<file path="src/rtl/dual_ad7528_attenuator_pkg.sv">
// Shared constants and helpers for the AD7528 stereo attenuator/mixer.
// Covers channel-select encoding, reset gain codes and 16-bit saturation.
package dual_ad7528_attenuator_pkg;

    typedef logic [7:0] gain_code_t;

    localparam logic CH_A = 1'b0;
    localparam logic CH_B = 1'b1;

    localparam gain_code_t GAIN_DIRECT_RESET = 8'hFF;
    localparam gain_code_t GAIN_CROSS_RESET  = 8'h00;

    localparam logic [3:0] FRAME_BITS = 4'd9;

    // Clamp a 26-bit mix result into the signed 16-bit output range.
    function automatic logic [15:0] sat16(input logic signed [25:0] v);
        if (v > 26'sd32767)
            return 16'h7FFF;
        else if (v < -26'sd32768)
            return 16'h8000;
        return v[15:0];
    endfunction

endpackage

</file>
<file path="src/rtl/ad7528_serial_rx.sv">
// Serial receiver for one AD7528 chip: edge detection, shared-style frame shift register,
// and the A/B gain code registers latched on its own chip-select rising edge.
module ad7528_serial_rx
    import dual_ad7528_attenuator_pkg::*;
(
    input  logic       clk30,
    input  logic       reset,
    input  logic       datadac,
    input  logic       clkdac,
    input  logic       csn,
    input  logic       csn_other,
    output logic [7:0] gain_a,
    output logic [7:0] gain_b
);

    logic       data_r;
    logic       clk_r;
    logic       clk_rr;
    logic       cs_r;
    logic       cs_rr;
    logic       cso_r;
    logic       cso_rr;
    logic [8:0] shift_reg;
    logic [3:0] bit_count;

    logic clk_rise;
    logic cs_fall;
    logic cs_rise;
    logic any_sel;

    // The other chip select is watched too, so both receivers hold the same frame.
    assign clk_rise = clk_r & ~clk_rr;
    assign cs_fall  = (~cs_r & cs_rr) | (~cso_r & cso_rr);
    assign cs_rise  = cs_r & ~cs_rr;
    assign any_sel  = ~cs_r | ~cso_r;

    always_ff @(posedge clk30) begin
        if (reset) begin
            data_r    <= 1'b0;
            clk_r     <= 1'b0;
            clk_rr    <= 1'b0;
            cs_r      <= 1'b1;
            cs_rr     <= 1'b1;
            cso_r     <= 1'b1;
            cso_rr    <= 1'b1;
            shift_reg <= '0;
            bit_count <= '0;
            gain_a    <= GAIN_DIRECT_RESET;
            gain_b    <= GAIN_CROSS_RESET;
        end else begin
            data_r <= datadac;
            clk_r  <= clkdac;
            clk_rr <= clk_r;
            cs_r   <= csn;
            cs_rr  <= cs_r;
            cso_r  <= csn_other;
            cso_rr <= cso_r;

            if (cs_fall) begin
                shift_reg <= '0;
                bit_count <= '0;
            end else if (clk_rise && any_sel) begin
                shift_reg <= {shift_reg[7:0], data_r};
                if (bit_count != 4'd15)
                    bit_count <= bit_count + 4'd1;
            end

            // Short frames are dropped; longer ones keep only the last nine bits.
            if (cs_rise && (bit_count >= FRAME_BITS)) begin
                if (shift_reg[8] == CH_A)
                    gain_a <= shift_reg[7:0];
                else
                    gain_b <= shift_reg[7:0];
            end
        end
    end

endmodule

</file>
<file path="src/rtl/dual_ad7528_attenuator.sv">
// Stereo 2x2 gain matrix driven by two serially programmed AD7528 models.
// Outputs are registered, saturated mixes of the current samples and gains.
module dual_ad7528_attenuator
    import dual_ad7528_attenuator_pkg::*;
(
    input  logic        clk30,
    input  logic        reset,
    input  logic        datadac,
    input  logic        clkdac,
    input  logic        csdac1n,
    input  logic        csdac2n,
    input  logic [15:0] audio_left_in,
    input  logic [15:0] audio_right_in,
    output logic [15:0] audio_left_out,
    output logic [15:0] audio_right_out
);

    logic [7:0] g_ll;
    logic [7:0] g_rl;
    logic [7:0] g_rr;
    logic [7:0] g_lr;

    ad7528_serial_rx u_dac1 (
        .clk30     (clk30),
        .reset     (reset),
        .datadac   (datadac),
        .clkdac    (clkdac),
        .csn       (csdac1n),
        .csn_other (csdac2n),
        .gain_a    (g_ll),
        .gain_b    (g_rl)
    );

    ad7528_serial_rx u_dac2 (
        .clk30     (clk30),
        .reset     (reset),
        .datadac   (datadac),
        .clkdac    (clkdac),
        .csn       (csdac2n),
        .csn_other (csdac1n),
        .gain_a    (g_rr),
        .gain_b    (g_lr)
    );

    logic signed [15:0] left_s;
    logic signed [15:0] right_s;
    logic signed [8:0]  gll_s;
    logic signed [8:0]  grl_s;
    logic signed [8:0]  grr_s;
    logic signed [8:0]  glr_s;
    logic signed [24:0] p_ll;
    logic signed [24:0] p_rl;
    logic signed [24:0] p_rr;
    logic signed [24:0] p_lr;
    logic signed [25:0] sum_left;
    logic signed [25:0] sum_right;
    logic signed [25:0] mix_left;
    logic signed [25:0] mix_right;

    // Codes are unsigned, so they get a zero sign bit before the signed multiply.
    always_comb begin
        left_s    = audio_left_in;
        right_s   = audio_right_in;
        gll_s     = {1'b0, g_ll};
        grl_s     = {1'b0, g_rl};
        grr_s     = {1'b0, g_rr};
        glr_s     = {1'b0, g_lr};
        p_ll      = 25'(left_s)  * 25'(gll_s);
        p_rl      = 25'(right_s) * 25'(grl_s);
        p_rr      = 25'(right_s) * 25'(grr_s);
        p_lr      = 25'(left_s)  * 25'(glr_s);
        sum_left  = {p_ll[24], p_ll} + {p_rl[24], p_rl};
        sum_right = {p_rr[24], p_rr} + {p_lr[24], p_lr};
        mix_left  = sum_left >>> 8;
        mix_right = sum_right >>> 8;
    end

    always_ff @(posedge clk30) begin
        if (reset) begin
            audio_left_out  <= '0;
            audio_right_out <= '0;
        end else begin
            audio_left_out  <= sat16(mix_left);
            audio_right_out <= sat16(mix_right);
        end
    end

endmodule

</file>
<file path="config.mk">
export PLATFORM = sky130hd
export DESIGN_NAME = dual_ad7528_attenuator
export DESIGN_NICKNAME = d
export VERILOG_FILES = /design/src/rtl/dual_ad7528_attenuator_pkg.sv /design/src/rtl/ad7528_serial_rx.sv /design/src/rtl/dual_ad7528_attenuator.sv
export SDC_FILE = /design/constraint.sdc
export NUM_CORES = 1
export LEC_CHECK = 0
export CAP_MARGIN = 20
export CORE_MARGIN = 5
export CORE_UTILIZATION = 36
export CTS_BUF_LIST = sky130_fd_sc_hd__clkbuf_8 sky130_fd_sc_hd__clkbuf_16
export DETAILED_ROUTE_END_ITERATION = 7
export SLEW_MARGIN = 30
export SYNTH_ARGS = -nofsm -noshare
export SYNTH_HDL_FRONTEND = slang
export SYNTH_SLANG_ARGS = --single-unit
export TNS_END_PERCENT = 10
</file>
<file path="constraint.sdc">
create_clock -name clk30 -period 13 [get_ports clk30]
set_input_delay 1.95 -clock clk30 [delete_from_list [all_inputs] [get_ports clk30]]
set_output_delay 1.95 -clock clk30 [all_outputs]
set_load 0.01 [all_outputs]
</file>
==> metrics.cfg, run 1 <==
[run_status]
status = complete, no violations

[route]
via_per_inst = 4.800
wl_um = 48930
vias = 15170
drt-wirelength-per-cell_um = 15.48
first_iter_violations = 775
first_pass_iters = 7
final_antenna_net_count = 0
drc = 0

[logic_synthesis]
synth_cell_types = 72
synthTopCellsByArea = fa_1, inv_1, ha_1
ys.flop_type = dfxtp_1
syn_area_mm2 = 0.02190
syn_inst = 2384
synth.largest_area_cell = fa_1
synth-seq-cells = 88
synthTopCellsByCount = inv_1, fa_1, nand2_1
synth_edf_count = 0
yosys_warnings = 0
synth_top_area_share_pct = 45.33
yosysMostFrequentCell = inv_1
syn_avg_cell_area_um2 = 9.188
syn-num-nets = 3098
synthArstFlopShare_pct = 0
seq_area_frac_synth_pct = 8.042

[sta]
finalClockSkew_ns = 0.008537
min_period_over_period_pct = 65.82
hold_violations = 0
slew_headroom_pct = 41.44
rsz0062_at_grt = no
setup_tns_ns = 0
worst_pin_slew_ns = 0.8757
period_needed_ns = 8.557
clock.fmax_mhz = 116.9
finalMaxSlewViolations = 0
finalSetupViolCount = 0

[clock_tree]
postCtsSetupRepairBufs = 0
h-tree-depth = 3
cts.clk_slew.worst_paths_ns = 0.07
clk_latency_ns = 0.38
clk_path_buf_depth = 2
postCtsHoldBufs = 0
cts_resized = 0
ctsRootBufferMaster = clkbuf_16
numCtsBuffers = 9
cts_tree = yes
cts.sinks = 88

[setup_path]
arrival_ns = 8.88
cp-end-kind = register
cp_max_fo = 16
required_ns = 13.32
startpoint_type = input pin
crit_type = in2reg

[pwr]
power.density_mw_per_mm2 = 227.0
power_mw = 5.335
p_int_mw = 2.576
p_switching_mw = 2.759
power_frac_seq_pct = 7.3
combPwrFrac_pct = 87.9
clock_power_share_pct = 4.8
vdd_ir_drop_max_uv = 253.3
p_leak_nw = 12.56
switching_share_pct = 51.72

[final_layout]
fin_cells = 3161
final_util_pct = 38.94
stdcell_area_mm2 = 0.02350
fillerInstances = 6041
drive_gt1_share_pct = 2.775
synthToLayoutAreaGrowth_pct = 7.289
fin_nets = 3087

[place]
placedCellCount = 3144
place_congestion = 0.8272
hpwl_um = 41080
port_buffers = 69
placed_cell_area_mm2 = 0.02322

[floorplan]
core_mm2 = 0.06036
fp.dieH_um = 256.7
start_util_pct = 36.29
ios = 70
die-area_mm2 = 0.06588
die_x_um = 256.7
fp-row-count = 90

[min_path]
hold_path.class = reg2reg

[global_routing]
grt_max_degree = 48
track_usage_pct = 15.56
antenna_found_initial = 1
grt_pass1_wl_um = 84410
grt_pass1_vias = 16690
grt_overflow = 0

[run]
maxCapViolCount = 0

-- layer usage --
layer / track usage (%) / wire, um / up-vias
met4: 3.847 / 963 / 2
li1: - / - / 6920
met1: 21.34 / 21640 / 7801
met3: 2.342 / 2589 / 60
met2: 26.07 / 23720 / 390
met5: 0 / 20 / -
-- final cells by class --
| class | count | area, um2 | area share (%) |
|---|---|---|---|
| flip-flops and latches | 88 | 1762 | 7.496 |
| diodes | 1 | 2.502 | 0.01065 |
| well taps | 782 | 978.4 | 4.163 |
| clock buffers | 9 | 225.2 | 0.9583 |
| repair buffers | 73 | 715.7 | 3.045 |
| clock inverters | 7 | 53.80 | 0.2289 |
| multi-input cells | 1579 | 17430 | 74.16 |
| inverters | 622 | 2335 | 9.935 |
-- power by group through the flow --
stage	clock network [mW]	logic [mW]	registers, mW
final	0.256	4.69	0.390
after global routing	0.278	5.32	0.396
after CTS	0.268	4.76	0.394
after detailed placement	0	4.73	0.399
after global placement	0	4.61	0.402
after floorplan	0	3.79	0.416
-- cell families (layout without fill, tap and decap cells) --
family | Yosys count | in the layout | share of synthesized area (%)
AND/OR/NAND/NOR | 654 | 654 | 14.47
adder cells (fa/ha/maj) | 676 | 676 | 55.61
flip-flops | 88 | 88 | 8.042
multiplexers | 27 | 27 | 1.274
buffers and inverters | 717 | 711 | 12.45
other | 0 | 1 | 0
AO/OA/AOI/OAI | 166 | 166 | 5.872
XOR/XNOR | 56 | 56 | 2.273
-- per-stage QoR --
stage | hold slack [ns] | worst slack, ns
floorplan | 0.4172 | 5.425
global placement | 0.4500 | 4.213
detailed placement | 0.4655 | 4.101
CTS | 0.4781 | 4.494
global route | 0.4970 | 4.082
finish | 0.4711 | 4.443
-- final timing paths --
check	to	from	slack, ns	depth (start not counted)
setup / recovery	audio_left_out[12]$_SDFF_PP0_	audio_right_in[6]	4.44	23
hold / removal	u_dac1.clk_rr$_SDFF_PP0_	u_dac1.clk_r$_SDFF_PP0_	0.47	2
setup reg to reg	audio_left_out[12]$_SDFF_PP0_	u_dac1.gain_b[0]$_SDFFE_PP0P_	6.21	19
hold reg to reg	u_dac1.clk_rr$_SDFF_PP0_	u_dac1.clk_r$_SDFF_PP0_	0.47	2
-- worst max-delay path: stages --
cell and delay [ns]:
clkdlybuf4s50_1 1.00, nand2_1 0.18, fa_1 0.54, inv_1 0.06, fa_1 0.50, inv_1 0.05, fa_1 0.53, inv_1 0.05
fa_1 0.45, fa_1 0.49, inv_1 0.05, fa_1 0.47, inv_1 0.04, ha_1 0.32, nand2_1 0.06, o21ai_0 0.39
nand2_1 0.18, nand4_4 0.16, o21ai_4 0.08, a21boi_2 0.21, mux2_4 0.34, a211oi_4 0.58, a31o_1 0.17
-- placed cells by master, fill, tap and decap left out, types with 4 or more instances in the layout --
cell type and n:
o21a_1 6, a21oi_2 4, clkbuf_16 9, and2_1 189, dfxtp_1 88, a21o_1 45, mux2i_1 25, nor2b_1 22
ha_1 180, xor2_1 16, fa_1 496, nor2_1 43, nand3_1 11, a211o_1 17, xnor2_1 39, o21ai_1 4
and3_1 4, o21ai_0 9, clkdlybuf4s50_1 68, or2_2 4, a21oi_1 37, nand2_1 350, inv_1 623, o21bai_1 5
nand4_1 6, buf_4 4
Note: power is estimated with default switching activity, not from simulation.
==> inputs of run 2 (changes only) <==
Clock period 13 ns to 8.1 ns, I/O delays scaled along.
==> run 2 against run 1 <==
Against the previous run: utilization is 0.63 points higher; sequential power is 60% higher; flip-flop and latch count stayed put; critical path type unchanged.
==> metrics.cfg, run 2 (synthesis results as in run 1) <==
[final_layout]
fillerInstances = 5977  ; was 6041
layout_commonest_cell = inv_1  ; unchanged
synthToLayoutAreaGrowth_pct = 9.014  ; was 7.289%
layout_common_cells = inv_1, fa_1, nand2_1  ; unchanged
fin_nets = 3133  ; was 3087
drive_gt1_share_pct = 4.620  ; was 2.775%
n_antenna_cell = 0  ; was 1

[clock_tree]
cts_tree = yes  ; unchanged
cts.clk_slew.worst_paths_ns = 0.07  ; about the same
cts.sinks = 88  ; unchanged
clk_latency_ns = 0.37  ; was 0.38 ns
ctsRootBufferMaster = clkbuf_16  ; unchanged
postCtsSetupRepairBufs = 0  ; unchanged
h-tree-depth = 3  ; unchanged
cts_resized = 0  ; unchanged
numCtsBuffers = 9  ; unchanged
postCtsHoldBufs = 0  ; unchanged
clk_path_buf_depth = 2  ; unchanged

[route]
highest_layer = met5  ; unchanged
first_iter_violations = 950  ; was 775
first_pass_iters = 7  ; unchanged
final_antenna_net_count = 0  ; unchanged
drc = 0  ; unchanged
wl_met3_um = 2336  ; was 2589 um
vias = 15380  ; was 15.17k
drt-wirelength-per-cell_um = 15.60  ; was 15.48 um
routed-wl-met2_um = 25160  ; was 23720 um
via_per_inst = 4.797  ; was 4.800
m1WireLength_um = 21790  ; was 21640 um
wl_um = 50000  ; was 48930 um

[sta]
rsz0062_at_grt = no  ; unchanged
slew_headroom_pct = 37.17  ; was 41.44%
hold_violations = 0  ; unchanged
period_needed_ns = 7.663
finalMaxSlewViolations = 0  ; unchanged
clock.fmax_mhz = 130.5
finalSetupViolCount = 0  ; unchanged
setup_slack_ns = 0.4373  ; was 4.443 ns
worst_pin_slew_ns = 0.9411  ; was 0.8757 ns
min_period_over_period_pct = 94.60
finalClockSkew_ns = 0.01192  ; was 0.008537 ns
setup_tns_ns = 0  ; unchanged
holdWs_ns = 0.4587  ; was 0.4711 ns

[setup_path]
slowest_delay_ns = 0.85  ; was 1.00 ns
cp_max_fo = 15  ; was 16
path_delay_family = adder cells  ; unchanged
crit_type = in2reg  ; unchanged
startpoint_type = input pin  ; unchanged
required_ns = 8.42  ; was 13.32 ns
cp-end-kind = register  ; unchanged
cpMostUsedCell = fa_1  ; unchanged
worst_path_max_delay_cell = clkdlybuf4s50_1  ; unchanged
crit_chain = clkdlybuf4s50_1, buf_4, nand2_1, fa_1, inv_1, fa_1, fa_1, fa_1, fa_1, inv_1, fa_1, inv_1, ha_1, nand2_1, o21ai_0, nand2_1, nand4_4, o21ai_4, a21boi_2, mux2_4, a211oi_4, a31o_1  ; was clkdlybuf4s50_1, nand2_1, fa_1, inv_1, fa_1, inv_1, fa_1, inv_1, fa_1, fa_1, inv_1, fa_1, inv_1, ha_1, nand2_1, o21ai_0, nand2_1, nand4_4, o21ai_4, a21boi_2, mux2_4, a211oi_4, a31o_1
crit_buf_inv = 5  ; was 6
arrival_ns = 7.98  ; was 8.88 ns

[global_routing]
grt_pass1_vias = 17030  ; was 16.69k
grt_pass1_wl_um = 85500  ; was 84410 um
track_usage_pct = 15.85  ; was 15.56%
antenna_found_initial = 3  ; was 1
grt_overflow = 0  ; unchanged
grt_max_degree = 48  ; unchanged

[floorplan]
die-area_mm2 = 0.06588  ; unchanged
start_util_pct = 36.29  ; unchanged
ios = 70  ; unchanged
fp.dieH_um = 256.7  ; unchanged
die_x_um = 256.7  ; unchanged
fp-row-count = 90  ; unchanged
core_mm2 = 0.06036  ; unchanged

[place]
post-place-ws_ns = 0.08037  ; was 4.101 ns
port_buffers = 69  ; unchanged
hpwl_um = 42440  ; was 41080 um
place_congestion = 0.8502  ; was 0.8272

[pwr]
p_leak_nw = 12.80  ; was 12.56 nW
power_mw = 8.770  ; was 5.335 mW
vdd_ir_drop_max_uv = 370.2  ; was 253.3 uV
power.density_mw_per_mm2 = 367.3  ; was 227.0 mW/mm2

[run]
maxCapViolCount = 0  ; unchanged

[run_status]
status = complete, no violations  ; unchanged

[min_path]
hold_path.class = reg2reg  ; unchanged

-- run 2: final cells by class --
type	instances	area, um2	area share [%]
multi-input combinational	1579	17430	72.99
inverter	622	2335	9.777
sequential	88	1762	7.378
timing repair buffer	119	1074	4.496
tap	782	978.4	4.097
clock buffer	9	225.2	0.9431
clock inverter	7	76.32	0.3196
-- run 2: worst reg2reg max path: cells and delay by family, from the launching register on --
family / cells / cell delay (ns)
buffers and inverters: 5 / 0.26
adders and majority gates: 7 / 3.33
AOI/OAI and AO/OA: 5 / 1.50
and+or+nand+nor: 4 / 0.56
DFF: 1 / 0.81
muxes: 1 / 0.34
-- run 2: final timing paths --
check | slack [ns] | cells after the start | to | start
setup / recovery | 0.44 | 22 | audio_left_out[12]$_SDFF_PP0_ | audio_right_in[5]
hold / removal | 0.46 | 2 | u_dac1.clk_rr$_SDFF_PP0_ | u_dac1.clk_r$_SDFF_PP0_
setup reg to reg | 1.26 | 22 | audio_left_out[12]$_SDFF_PP0_ | u_dac1.gain_b[0]$_SDFFE_PP0P_
hold reg to reg | 0.46 | 2 | u_dac1.clk_rr$_SDFF_PP0_ | u_dac1.clk_r$_SDFF_PP0_
-- run 2: stage by stage --
step / cell area (um2) / instances / utilization [%]
global placement: 23570 / 3190 / 39.05
global route: 23880 / 3206 / 39.56
CTS: 23880 / 3206 / 39.56
floorplan: 21900 / 2384 / -
detailed placement: 23580 / 3190 / 39.06
finish: 23880 / 3206 / 39.56
-- run 2: power by group --
part	switching, mW	total (mW)	internal (mW)
Sequential	0.0268	0.625	0.598
Clock	0.204	0.447	0.243
Combinational	4.29	7.70	3.41
-- run 2: per-layer routing --
layer / vias up / track usage, %
li1: 7017 / -
met1: 7983 / 21.27
met2: 332 / 27.51
met3: 42 / 2.263
met4: 4 / 3.310
met5: - / 0
==> inputs of run 3 (changes only) <==
Settings changed: CORE_MARGIN 5 to default, GPL_ROUTABILITY_DRIVEN from default to 0.
==> run 3 against run 2 <==
Against the previous run: wire length shrank 1.2%; die area shrank 6.1%; count of clock-buffer cells in the layout is the same; clock power is essentially flat; final cell count is essentially flat; largest cell class unchanged; via count shrank 0.79%; final area is essentially flat.
==> metrics.cfg, run 3 (synthesis results as in run 1) <==
[run_status]
status = complete, no violations  ; unchanged

[setup_path]
cp-end-kind = register  ; unchanged
crit_type = in2reg  ; unchanged
startpoint_type = input pin  ; unchanged
r2r_cells = 19  ; was 22
cp_max_fo = 15  ; unchanged
arrival_ns = 7.82  ; was 7.98 ns
required_ns = 8.37  ; was 8.42 ns

[sta]
hold_violations = 0  ; unchanged
finalMaxSlewViolations = 0  ; unchanged
rsz0062_at_grt = no  ; unchanged
setup_tns_ns = 0  ; unchanged
clock.fmax_mhz = 132.4  ; was 130.5 MHz
worst_pin_slew_ns = 0.8039  ; was 0.9411 ns
finalSetupViolCount = 0  ; unchanged
finalClockSkew_ns = 0.01253  ; was 0.01192 ns
period_needed_ns = 7.553  ; was 7.663 ns
slew_headroom_pct = 46.33  ; was 37.17%
min_period_over_period_pct = 93.25  ; was 94.60%

[clock_tree]
cts.clk_slew.worst_paths_ns = 0.07  ; about the same
postCtsHoldBufs = 0  ; unchanged
postCtsSetupRepairBufs = 0  ; unchanged
cts_resized = 0  ; unchanged
cts.sinks = 88  ; unchanged
cts_tree = yes  ; unchanged
numCtsBuffers = 9  ; unchanged
h-tree-depth = 3  ; unchanged
clk_path_buf_depth = 2  ; unchanged
ctsRootBufferMaster = clkbuf_16  ; unchanged
clk_latency_ns = 0.38  ; was 0.37 ns

[floorplan]
fp.dieH_um = 248.7  ; was 256.7 um
die-area_mm2 = 0.06184  ; was 0.06588 mm2
core_mm2 = 0.06025  ; was 0.06036 mm2
ios = 70  ; unchanged
start_util_pct = 36.36  ; was 36.29%
die_x_um = 248.7  ; was 256.7 um
fp-row-count = 90  ; unchanged

[min_path]
hold_depth = 2  ; unchanged
hold_path.class = reg2reg  ; unchanged

[route]
final_antenna_net_count = 0  ; unchanged
wl_um = 49390  ; was 50000 um
via_per_inst = 4.757  ; was 4.797
vias = 15260  ; was 15.38k
drc = 0  ; unchanged
first_pass_iters = 5  ; was 7
first_iter_violations = 690  ; was 950
drt-wirelength-per-cell_um = 15.40  ; was 15.60 um

[final_layout]
fin_nets = 3134  ; was 3133
n_antenna_cell = 0  ; unchanged
final_util_pct = 39.65  ; was 39.56%
layout_common_cells = inv_1, fa_1, nand2_1  ; unchanged
layout_commonest_cell = inv_1  ; unchanged
drive_gt1_share_pct = 4.660  ; was 4.620%
synthToLayoutAreaGrowth_pct = 9.059  ; was 9.014%

[pwr]
power.density_mw_per_mm2 = 370.2  ; was 367.3 mW/mm2
vdd_ir_drop_max_uv = 394.9  ; was 370.2 uV
p_leak_nw = 12.80  ; about the same

[place]
hpwl_um = 42640  ; was 42440 um
port_buffers = 69  ; unchanged

[global_routing]
antenna_found_initial = 5  ; was 3
grt_max_degree = 48  ; unchanged
grt_pass1_wl_um = 84900  ; was 85500 um
grt_pass1_vias = 16700  ; was 17.03k
track_usage_pct = 17.15  ; was 15.85%
grt_overflow = 0  ; unchanged

[run]
maxCapViolCount = 0  ; unchanged

run 3: cell types whose count changed in the layout (fill, tap and decap cells not counted), sizes merged:
| cell | change |
|---|---|
| inv | -1 |
| buf | +1 |
| clkinvlp | +1 |
run 3: metrics by stage:
step	worst slack [ns]	instance area [um2]	hold WS (ns)	power, mW	std cells
detailed placement	0.1368	23580	0.4624	8.461	3191
finish	0.5469	23890	0.4703	8.843	3207
floorplan	1.260	21900	0.4172	6.758	2384
global route	0.1944	23890	0.4948	9.906	3207
global placement	0.2644	23580	0.4434	8.287	3191
CTS	0.5590	23880	0.4784	8.966	3207
run 3: critical path: stages:
cell and delay [ns]:
clkdlybuf4s50_1 0.79, and2_1 0.38, fa_1 0.54, inv_1 0.06, fa_1 0.53, inv_1 0.05
fa_1 0.47, fa_1 0.42, fa_1 0.51, inv_1 0.05, fa_1 0.47, inv_1 0.04
ha_1 0.38, nand4_2 0.17, nor3_2 0.23, nand2_1 0.16, nand4_4 0.17, o21ai_4 0.08
a21oi_2 0.21, mux2i_2 0.37, o31ai_4 0.24, a31o_1 0.27
run 3: area by class of cell:
type | count | area (um2)
fillers | 5956 | 36360
clock buffers | 9 | 225.2
multi-input cells | 1579 | 17430
repair buffers | 120 | 1081
clock inverters | 7 | 78.83
flip-flops and latches | 88 | 1762
well taps | 782 | 978.4
inverters | 622 | 2335
run 3: path summary, 6_finish.rpt:
| path | from | endpoint | slack (ns) |
|---|---|---|---|
| setup / recovery | audio_right_in[5] | audio_left_out[12]$_SDFF_PP0_ | 0.55 |
| hold / removal | u_dac1.clk_r$_SDFF_PP0_ | u_dac1.clk_rr$_SDFF_PP0_ | 0.47 |
| setup reg to reg | u_dac2.gain_b[0]$_SDFFE_PP0P_ | audio_right_out[13]$_SDFF_PP0_ | 1.42 |
| hold reg to reg | u_dac1.clk_r$_SDFF_PP0_ | u_dac1.clk_rr$_SDFF_PP0_ | 0.47 |
run 3: power breakdown:
group / internal (mW) / leakage, nW / switching, mW
sequential: 0.598 / 0.722 / 0.0280
combinational: 3.46 / 11.9 / 4.31
clock: 0.243 / 0.150 / 0.207
run 3: routing by layer:
metal | global-route usage (%) | vias up | wire length [um] | share of wire [%]
li1 | - | 7024 | - | -
met1 | 23.35 | 7924 | 22430 | 45
met2 | 29.47 | 263 | 24470 | 50
met3 | 1.706 | 40 | 1745 | 3.5
met4 | 3.780 | 6 | 707 | 1.4
met5 | 0 | - | 38 | 0.077
